$ cat src/rtl/fetch_decode_stage_pkg.sv
// Shared definitions for the fetch/decode stage: opcode values, instruction
// field bit positions, the fetch state encoding and an immediate helper.
package fetch_decode_stage_pkg;

  // Opcodes
  localparam logic [4:0] OP_RTYPE = 5'b00000;
  localparam logic [4:0] OP_J     = 5'b00001;
  localparam logic [4:0] OP_BNE   = 5'b00010;
  localparam logic [4:0] OP_JAL   = 5'b00011;
  localparam logic [4:0] OP_JR    = 5'b00100;
  localparam logic [4:0] OP_ADDI  = 5'b00101;
  localparam logic [4:0] OP_BLT   = 5'b00110;
  localparam logic [4:0] OP_SW    = 5'b00111;
  localparam logic [4:0] OP_LW    = 5'b01000;
  localparam logic [4:0] OP_SETX  = 5'b10101;
  localparam logic [4:0] OP_BEX   = 5'b10110;

  // Instruction field bit positions
  localparam int unsigned OPCODE_MSB = 31;
  localparam int unsigned OPCODE_LSB = 27;
  localparam int unsigned RD_MSB     = 26;
  localparam int unsigned RD_LSB     = 22;
  localparam int unsigned RS_MSB     = 21;
  localparam int unsigned RS_LSB     = 17;
  localparam int unsigned RT_MSB     = 16;
  localparam int unsigned RT_LSB     = 12;
  localparam int unsigned SHAMT_MSB  = 11;
  localparam int unsigned SHAMT_LSB  = 7;
  localparam int unsigned ALUOP_MSB  = 6;
  localparam int unsigned ALUOP_LSB  = 2;
  localparam int unsigned IMM_MSB    = 16;
  localparam int unsigned TARGET_MSB = 26;

  typedef enum logic [1:0] {
    StFetch = 2'd0,
    StWait  = 2'd1,
    StExec  = 2'd2
  } fetch_state_e;

  function automatic logic [31:0] sext_imm(input logic [IMM_MSB:0] imm);
    return {{(31 - IMM_MSB){imm[IMM_MSB]}}, imm};
  endfunction

endpackage

$ cat src/rtl/fetch_decode_stage_next_pc_calc.sv
// Next-PC selection for the fetch/decode stage. Purely combinational.
// Ports:
//   i_pc            current PC
//   i_opcode        decoded opcode
//   i_imm_sext      sign-extended immediate (branch offset)
//   i_target        jump target field
//   i_is_not_equal  bne condition
//   i_is_less_than  blt condition
//   i_jr_target     register value for jr
//   i_r30_nonzero   bex condition
//   o_next_pc       PC to load when the current instruction retires
module fetch_decode_stage_next_pc_calc
  import fetch_decode_stage_pkg::*;
#(
  parameter int unsigned PC_WIDTH = 12
) (
  input  logic [PC_WIDTH-1:0] i_pc,
  input  logic [4:0]          i_opcode,
  input  logic [31:0]         i_imm_sext,
  input  logic [26:0]         i_target,
  input  logic                i_is_not_equal,
  input  logic                i_is_less_than,
  input  logic [31:0]         i_jr_target,
  input  logic                i_r30_nonzero,
  output logic [PC_WIDTH-1:0] o_next_pc
);

  // Offsets are added at 32 bits and truncated, so negative offsets wrap.
  logic [31:0] w_seq;
  logic [31:0] w_branch;

  assign w_seq    = 32'(i_pc) + 32'd1;
  assign w_branch = w_seq + i_imm_sext;

  // First match wins; untaken conditionals fall through to pc+1.
  always_comb begin
    o_next_pc = w_seq[PC_WIDTH-1:0];
    if (i_opcode == OP_BNE && i_is_not_equal) begin
      o_next_pc = w_branch[PC_WIDTH-1:0];
    end else if (i_opcode == OP_BLT && i_is_less_than) begin
      o_next_pc = w_branch[PC_WIDTH-1:0];
    end else if (i_opcode == OP_J || i_opcode == OP_JAL) begin
      o_next_pc = i_target[PC_WIDTH-1:0];
    end else if (i_opcode == OP_JR) begin
      o_next_pc = i_jr_target[PC_WIDTH-1:0];
    end else if (i_opcode == OP_BEX && i_r30_nonzero) begin
      o_next_pc = i_target[PC_WIDTH-1:0];
    end
  end

  logic unused_bits;
  assign unused_bits = ^{w_seq[31:PC_WIDTH], w_branch[31:PC_WIDTH],
                         i_jr_target[31:PC_WIDTH], i_target[26:PC_WIDTH]};

endmodule

$ cat src/rtl/fetch_decode_stage.sv
// Instruction fetch and field decode stage. Owns the PC and instruction
// register, sequences FETCH -> WAIT -> EXEC against a 1-cycle synchronous
// instruction memory, and presents decoded fields during EXEC.
// Ports:
//   i_clock, i_reset        clock, asynchronous active-low reset
//   o_imem_addr / i_imem_q  instruction memory address / read data
//   i_stall                 hold the instruction in EXEC
//   i_is_not_equal, i_is_less_than, i_jr_target, i_r30_nonzero
//                           control-flow inputs, sampled in EXEC
//   o_insn_valid            decoded fields valid (EXEC only)
//   o_opcode .. o_target    instruction fields
//   o_pc_plus1              pc+1, link value for jal
module fetch_decode_stage
  import fetch_decode_stage_pkg::*;
#(
  parameter int unsigned         PC_WIDTH = 12,
  parameter logic [PC_WIDTH-1:0] RESET_PC = '0
) (
  input  logic                i_clock,
  input  logic                i_reset,
  output logic [PC_WIDTH-1:0] o_imem_addr,
  input  logic [31:0]         i_imem_q,
  input  logic                i_stall,
  input  logic                i_is_not_equal,
  input  logic                i_is_less_than,
  input  logic [31:0]         i_jr_target,
  input  logic                i_r30_nonzero,
  output logic                o_insn_valid,
  output logic [4:0]          o_opcode,
  output logic [4:0]          o_rd,
  output logic [4:0]          o_rs,
  output logic [4:0]          o_rt,
  output logic [4:0]          o_shamt,
  output logic [4:0]          o_alu_opcode,
  output logic [31:0]         o_imm_sext,
  output logic [26:0]         o_target,
  output logic [PC_WIDTH-1:0] o_pc_plus1
);

  fetch_state_e        r_state;
  logic [PC_WIDTH-1:0] r_pc;
  logic [31:0]         r_ir;
  logic                r_insn_valid;
  logic [PC_WIDTH-1:0] w_next_pc;

  always_ff @(posedge i_clock or negedge i_reset) begin
    if (!i_reset) begin
      r_state      <= StFetch;
      r_pc         <= RESET_PC;
      r_ir         <= '0;
      r_insn_valid <= 1'b0;
    end else begin
      unique case (r_state)
        StFetch: r_state <= StWait;
        StWait: begin
          r_ir         <= i_imem_q;
          r_insn_valid <= 1'b1;
          r_state      <= StExec;
        end
        StExec: begin
          // Stall only matters here; the PC moves on the edge stall drops.
          if (!i_stall) begin
            r_pc         <= w_next_pc;
            r_insn_valid <= 1'b0;
            r_state      <= StFetch;
          end
        end
        default: r_state <= StFetch;
      endcase
    end
  end

  fetch_decode_stage_next_pc_calc #(
    .PC_WIDTH(PC_WIDTH)
  ) u_next_pc_calc (
    .i_pc           (r_pc),
    .i_opcode       (o_opcode),
    .i_imm_sext     (o_imm_sext),
    .i_target       (o_target),
    .i_is_not_equal (i_is_not_equal),
    .i_is_less_than (i_is_less_than),
    .i_jr_target    (i_jr_target),
    .i_r30_nonzero  (i_r30_nonzero),
    .o_next_pc      (w_next_pc)
  );

  assign o_imem_addr  = r_pc;
  assign o_pc_plus1   = r_pc + PC_WIDTH'(1);
  assign o_insn_valid = r_insn_valid;
  assign o_opcode     = r_ir[OPCODE_MSB:OPCODE_LSB];
  assign o_rd         = r_ir[RD_MSB:RD_LSB];
  assign o_rs         = r_ir[RS_MSB:RS_LSB];
  assign o_rt         = r_ir[RT_MSB:RT_LSB];
  assign o_shamt      = r_ir[SHAMT_MSB:SHAMT_LSB];
  assign o_alu_opcode = r_ir[ALUOP_MSB:ALUOP_LSB];
  assign o_imm_sext   = sext_imm(r_ir[IMM_MSB:0]);
  assign o_target     = r_ir[TARGET_MSB:0];

endmodule

$ cat config.mk
export PLATFORM = sky130hd
export DESIGN_NAME = fetch_decode_stage
export DESIGN_NICKNAME = d
export VERILOG_FILES = /design/src/rtl/fetch_decode_stage_pkg.sv /design/src/rtl/fetch_decode_stage_next_pc_calc.sv /design/src/rtl/fetch_decode_stage.sv
export SDC_FILE = /design/constraint.sdc
export NUM_CORES = 1
export LEC_CHECK = 0
export ABC_AREA = 1
export CORE_MARGIN = 2
export CORE_UTILIZATION = 39
export DETAILED_ROUTE_END_ITERATION = 10
export PLACE_DENSITY = 0.89
export SLEW_MARGIN = 30
export SYNTH_ARGS = -nofsm -noshare
export SYNTH_HDL_FRONTEND = slang
export SYNTH_HIERARCHICAL = 1
export SYNTH_SLANG_ARGS = --single-unit
$ cat constraint.sdc
create_clock -name i_clock -period 2.1 [get_ports i_clock]
set_input_delay 0.42 -clock i_clock [delete_from_list [all_inputs] [get_ports i_clock]]
set_output_delay 0.42 -clock i_clock [all_outputs]
set_load 0.03 [all_outputs]
==> impl_metrics.ini <==
[yosys]
synthSimpleGateAreaFrac_pct = 35.9
synth_top_family_by_area = simple AND/OR/NAND/NOR gates
synth-seq-cells = 47
post_synth_instance_area_um2 = 4050
post-synth-top-area-fraction_pct = 29.0
ys_dominant_reg_cell = sky130_fd_sc_hd__dfrtp_1
synth_enable_flop_cells = 0
yosys-mux-area-fraction_pct = 0
synth_compound_area_share_pct = 7.78
ys_seq_area_share_pct = 29.0
synth_xor_xnor_area_share_pct = 2.78
netlist.top_cell.by_area = sky130_fd_sc_hd__dfrtp_1
post_synthesis_share_of_cell_area_spent_on_full_adders_half_adders_and_majority_gates_pct = 5.44
post_synth_num_cell_types = 39
synth.top_cells.by_area = sky130_fd_sc_hd__dfrtp_1 (29%), sky130_fd_sc_hd__nand2_1 (19%), sky130_fd_sc_hd__buf_4 (11%)
mappedNetlistNets = 679
syn-instance-count = 592
async_reset_ff_share_pct = 100
ys.warnings.count = 6
avgSynthCellArea_um2 = 6.84

[floorplanning]
design.die.area_um2 = 11200
design.core.area_um2 = 10200
rows = 37
die_h_um = 106
floorplan.initialDensity_pct = 39.8
pin_count = 184
fp.dieW_um = 106

[power_and_ir_drop]
power.share.switching_pct = 53.2
post-layout-total-power_mw = 12.2
leakagePower_nw = 3.04
worst_ir_drop_vdd_mv = 1.07
power-per-cell-area_nw_per_um2 = 1960
clock_power_share_pct = 6.5
combinationalPowerShare_pct = 77.4
net_sw_power_mw = 6.47
internal_power_contribution_mw = 5.70
sequential_cell_fraction_of_total_power_pct = 16.2

[placement]
dp_hpwl_mm = 9.31
port_buffer_cells = 163
place_congestion = 0.921

[worst_setup_path]
critical_path_required_ps = 2320
kind_of_end_point_of_the_critical_path = flip-flop
worstPathMaxFanout = 5
arrival_ps = 2580
setup.reg_to_reg.worst_slack_ps = -260
timing.setup.critical_path_class = flip-flop to flip-flop
startpoint_type = flip-flop

[status]
violations = negative setup slack
run_status = finished with violations

[hold_path]
hold_class = primary input to asynchronous set/reset pin

[layout]
fillers = 878
num-nets-final = 831
mostFrequentLayoutCells = sky130_fd_sc_hd__nand2_1 (187), sky130_fd_sc_hd__clkdlybuf4s50_1 (147), sky130_fd_sc_hd__nand3_1 (60)
layout-drive-gt1-share_pct = 23.4
layout-area-overhead-vs-synth_pct = 53.4
final_common_cell = sky130_fd_sc_hd__nand2_1
antenna_cells_inserted = 0

[clock_network]
cts_num_sinks = 47
maximum_buffer_depth_of_the_clock_tree = 2
tritoncts = built
insertion_delay_of_the_later_clocked_pin_in_the_worst_skew_pair_ps = 300
htreeDepth = 2
cts_buffers = 5
path_clk_slew_ps = 90
clock_tree.root_cell = sky130_fd_sc_hd__clkbuf_8
post_cts_hold_buffer_count = 0

[timing]
timing_max_transition_violations_final = 0
worst_hold_slack_ps = 158
grt_setup_unrepaired = true
max_freq_ghz = 0.424
min_period_ps = 2360
timing.final.ws_setup_ps = -261
timing_worst_slew_pin_value_ps = 676
timing.final.setup_violations = 12
final.setup_skew_ps = 8.45
hold_viol_final = 0
max-slew-margin-rel_pct = 54.9
part_of_the_cycle_the_worst_path_needs_pct = 112

[routing]
final_antenna_net_count = 0
drt_first_pass_iters = 5
first_iter_violations = 255
drt_drc_violations_left = 0
dr_total_vias = 4340
routed_via_density = 4.93
average_detailed_routed_wire_length_per_instance_um = 14.5
finalWirelength_mm = 12.8

[global_routing]
track_usage_pct = 22.1
grt_overflow = 0
via_count_of_the_first_global_routing_pass = 4084
grt_start_max_net_pins = 35
antenna_found_initial = 0
grt_first_pass_wirelength_mm = 19.9

[run]
cap_violations = 0
[cell type report]
| class | count | area [µm²] | area share [%] |
|---|---|---|---|
| flip-flops and latches | 47 | 1190 | 19.1 |
| clock buffers | 6 | 72.6 | 1.17 |
| multi-input cells | 410 | 2450 | 39.4 |
| well taps | 136 | 170 | 2.74 |
| clock inverters | 2 | 60.1 | 0.966 |
| inverters | 64 | 253 | 4.07 |
| repair buffers | 216 | 2030 | 32.6 |
[kinds of logic after synthesis]
| family | Yosys count |
|---|---|
| AOI/OAI and AO/OA | 56 |
| xor gates and xnor gates | 12 |
| adders and majority gates | 17 |
| buffers and inverters | 135 |
| DFF | 47 |
| and+or+nand+nor | 325 |
[flip-flops by register name (all words and copies together), names as in the netlist]
signal        cells
o_imem_addr      12
o_insn_valid      1
r_ir             32
r_state           2
[cell usage after synthesis (3+ instances only)]
cell type,instances
sky130_fd_sc_hd__nand2_4,3
sky130_fd_sc_hd__or2_2,3
sky130_fd_sc_hd__buf_4,57
sky130_fd_sc_hd__xnor2_1,4
sky130_fd_sc_hd__nand3_1,66
sky130_fd_sc_hd__nand4_1,4
sky130_fd_sc_hd__o21ai_1,4
sky130_fd_sc_hd__nand3_2,3
sky130_fd_sc_hd__o21bai_1,3
sky130_fd_sc_hd__o21ai_0,21
sky130_fd_sc_hd__nand3b_1,4
sky130_fd_sc_hd__buf_6,5
sky130_fd_sc_hd__inv_2,6
sky130_fd_sc_hd__xor2_1,7
sky130_fd_sc_hd__nor2_1,31
sky130_fd_sc_hd__ha_1,16
sky130_fd_sc_hd__buf_2,9
sky130_fd_sc_hd__inv_1,55
sky130_fd_sc_hd__dfrtp_1,47
sky130_fd_sc_hd__nand2_1,200
sky130_fd_sc_hd__a21oi_1,20
[per-stage QoR]
step                cells  instance area [µm²]  setup WS, ps  utilization (%)  TNS (ps)
floorplan             592                 4130          -174                -      -493
global placement      864                 5720          -236             56.2     -1110
detailed placement    864                 5720          -282             56.2     -1500
CTS                   876                 6080          -257             59.7      -997
global route          881                 6210          -427             61.0     -3570
finish                881                 6210          -261             61.0     -1650
[what timing repair did]
action / in CTS / in global routing
pin swaps: 29 / 15
gates cloned: 0 / 0
endpoints found under the setup margin: 21 / 20
setup buffers: 4 / 5
gates resized for setup: 64 / 51
[metal layers]
metal | GRT usage, % | routed length (µm) | vias up
met5 | 0 | 0 | -
li1 | - | - | 2123
met2 | 41.2 | 6480 | 205
met4 | 4.89 | 174 | 0
met3 | 3.62 | 1010 | 14
met1 | 26.5 | 5090 | 1998
[path summary, 6_finish.rpt]
check	to	cells past startpoint	startpoint
worst max-delay path	o_imem_addr[11]	18	o_imem_addr[0]
worst min-delay path	o_imem_addr[10]	1	i_reset
worst max register to register	o_imem_addr[11]	18	o_imem_addr[0]
worst min register to register	r_ir[20]	2	r_ir[20]
max in group asynchronous	r_ir[9]	2	i_reset
min in group i_clock	r_ir[20]	2	r_ir[20]
[critical path, stage by stage (launching register included)]
cell,delay (ps)
sky130_fd_sc_hd__dfrtp_2,440
sky130_fd_sc_hd__inv_1,90
sky130_fd_sc_hd__nor2_2,130
sky130_fd_sc_hd__nand3b_1,120
sky130_fd_sc_hd__inv_1,80
sky130_fd_sc_hd__nand2_1,70
sky130_fd_sc_hd__and2_1,180
sky130_fd_sc_hd__ha_1,290
sky130_fd_sc_hd__nand2_1,120
sky130_fd_sc_hd__nor2_2,50
sky130_fd_sc_hd__nor2_1,140
sky130_fd_sc_hd__nand2_1,70
sky130_fd_sc_hd__nor2_1,80
sky130_fd_sc_hd__nand3_1,80
sky130_fd_sc_hd__nand3_1,70
sky130_fd_sc_hd__nand2_1,60
sky130_fd_sc_hd__inv_1,50
sky130_fd_sc_hd__nand2_1,50
sky130_fd_sc_hd__o21ai_1,90
[power groups by stage]
stage / clock, mW / sequential [mW] / combinational (mW)
2_1_floorplan: 0 / 2.77 / 5.05
3_3_place_gp: 0 / 1.94 / 8.48
3_5_place_dp: 0 / 1.95 / 8.62
4_1_cts: 0.824 / 1.97 / 9.06
5_1_grt: 0.849 / 2.03 / 10.1
6_report: 0.790 / 1.97 / 9.41
(Power assumes the default switching activity.)
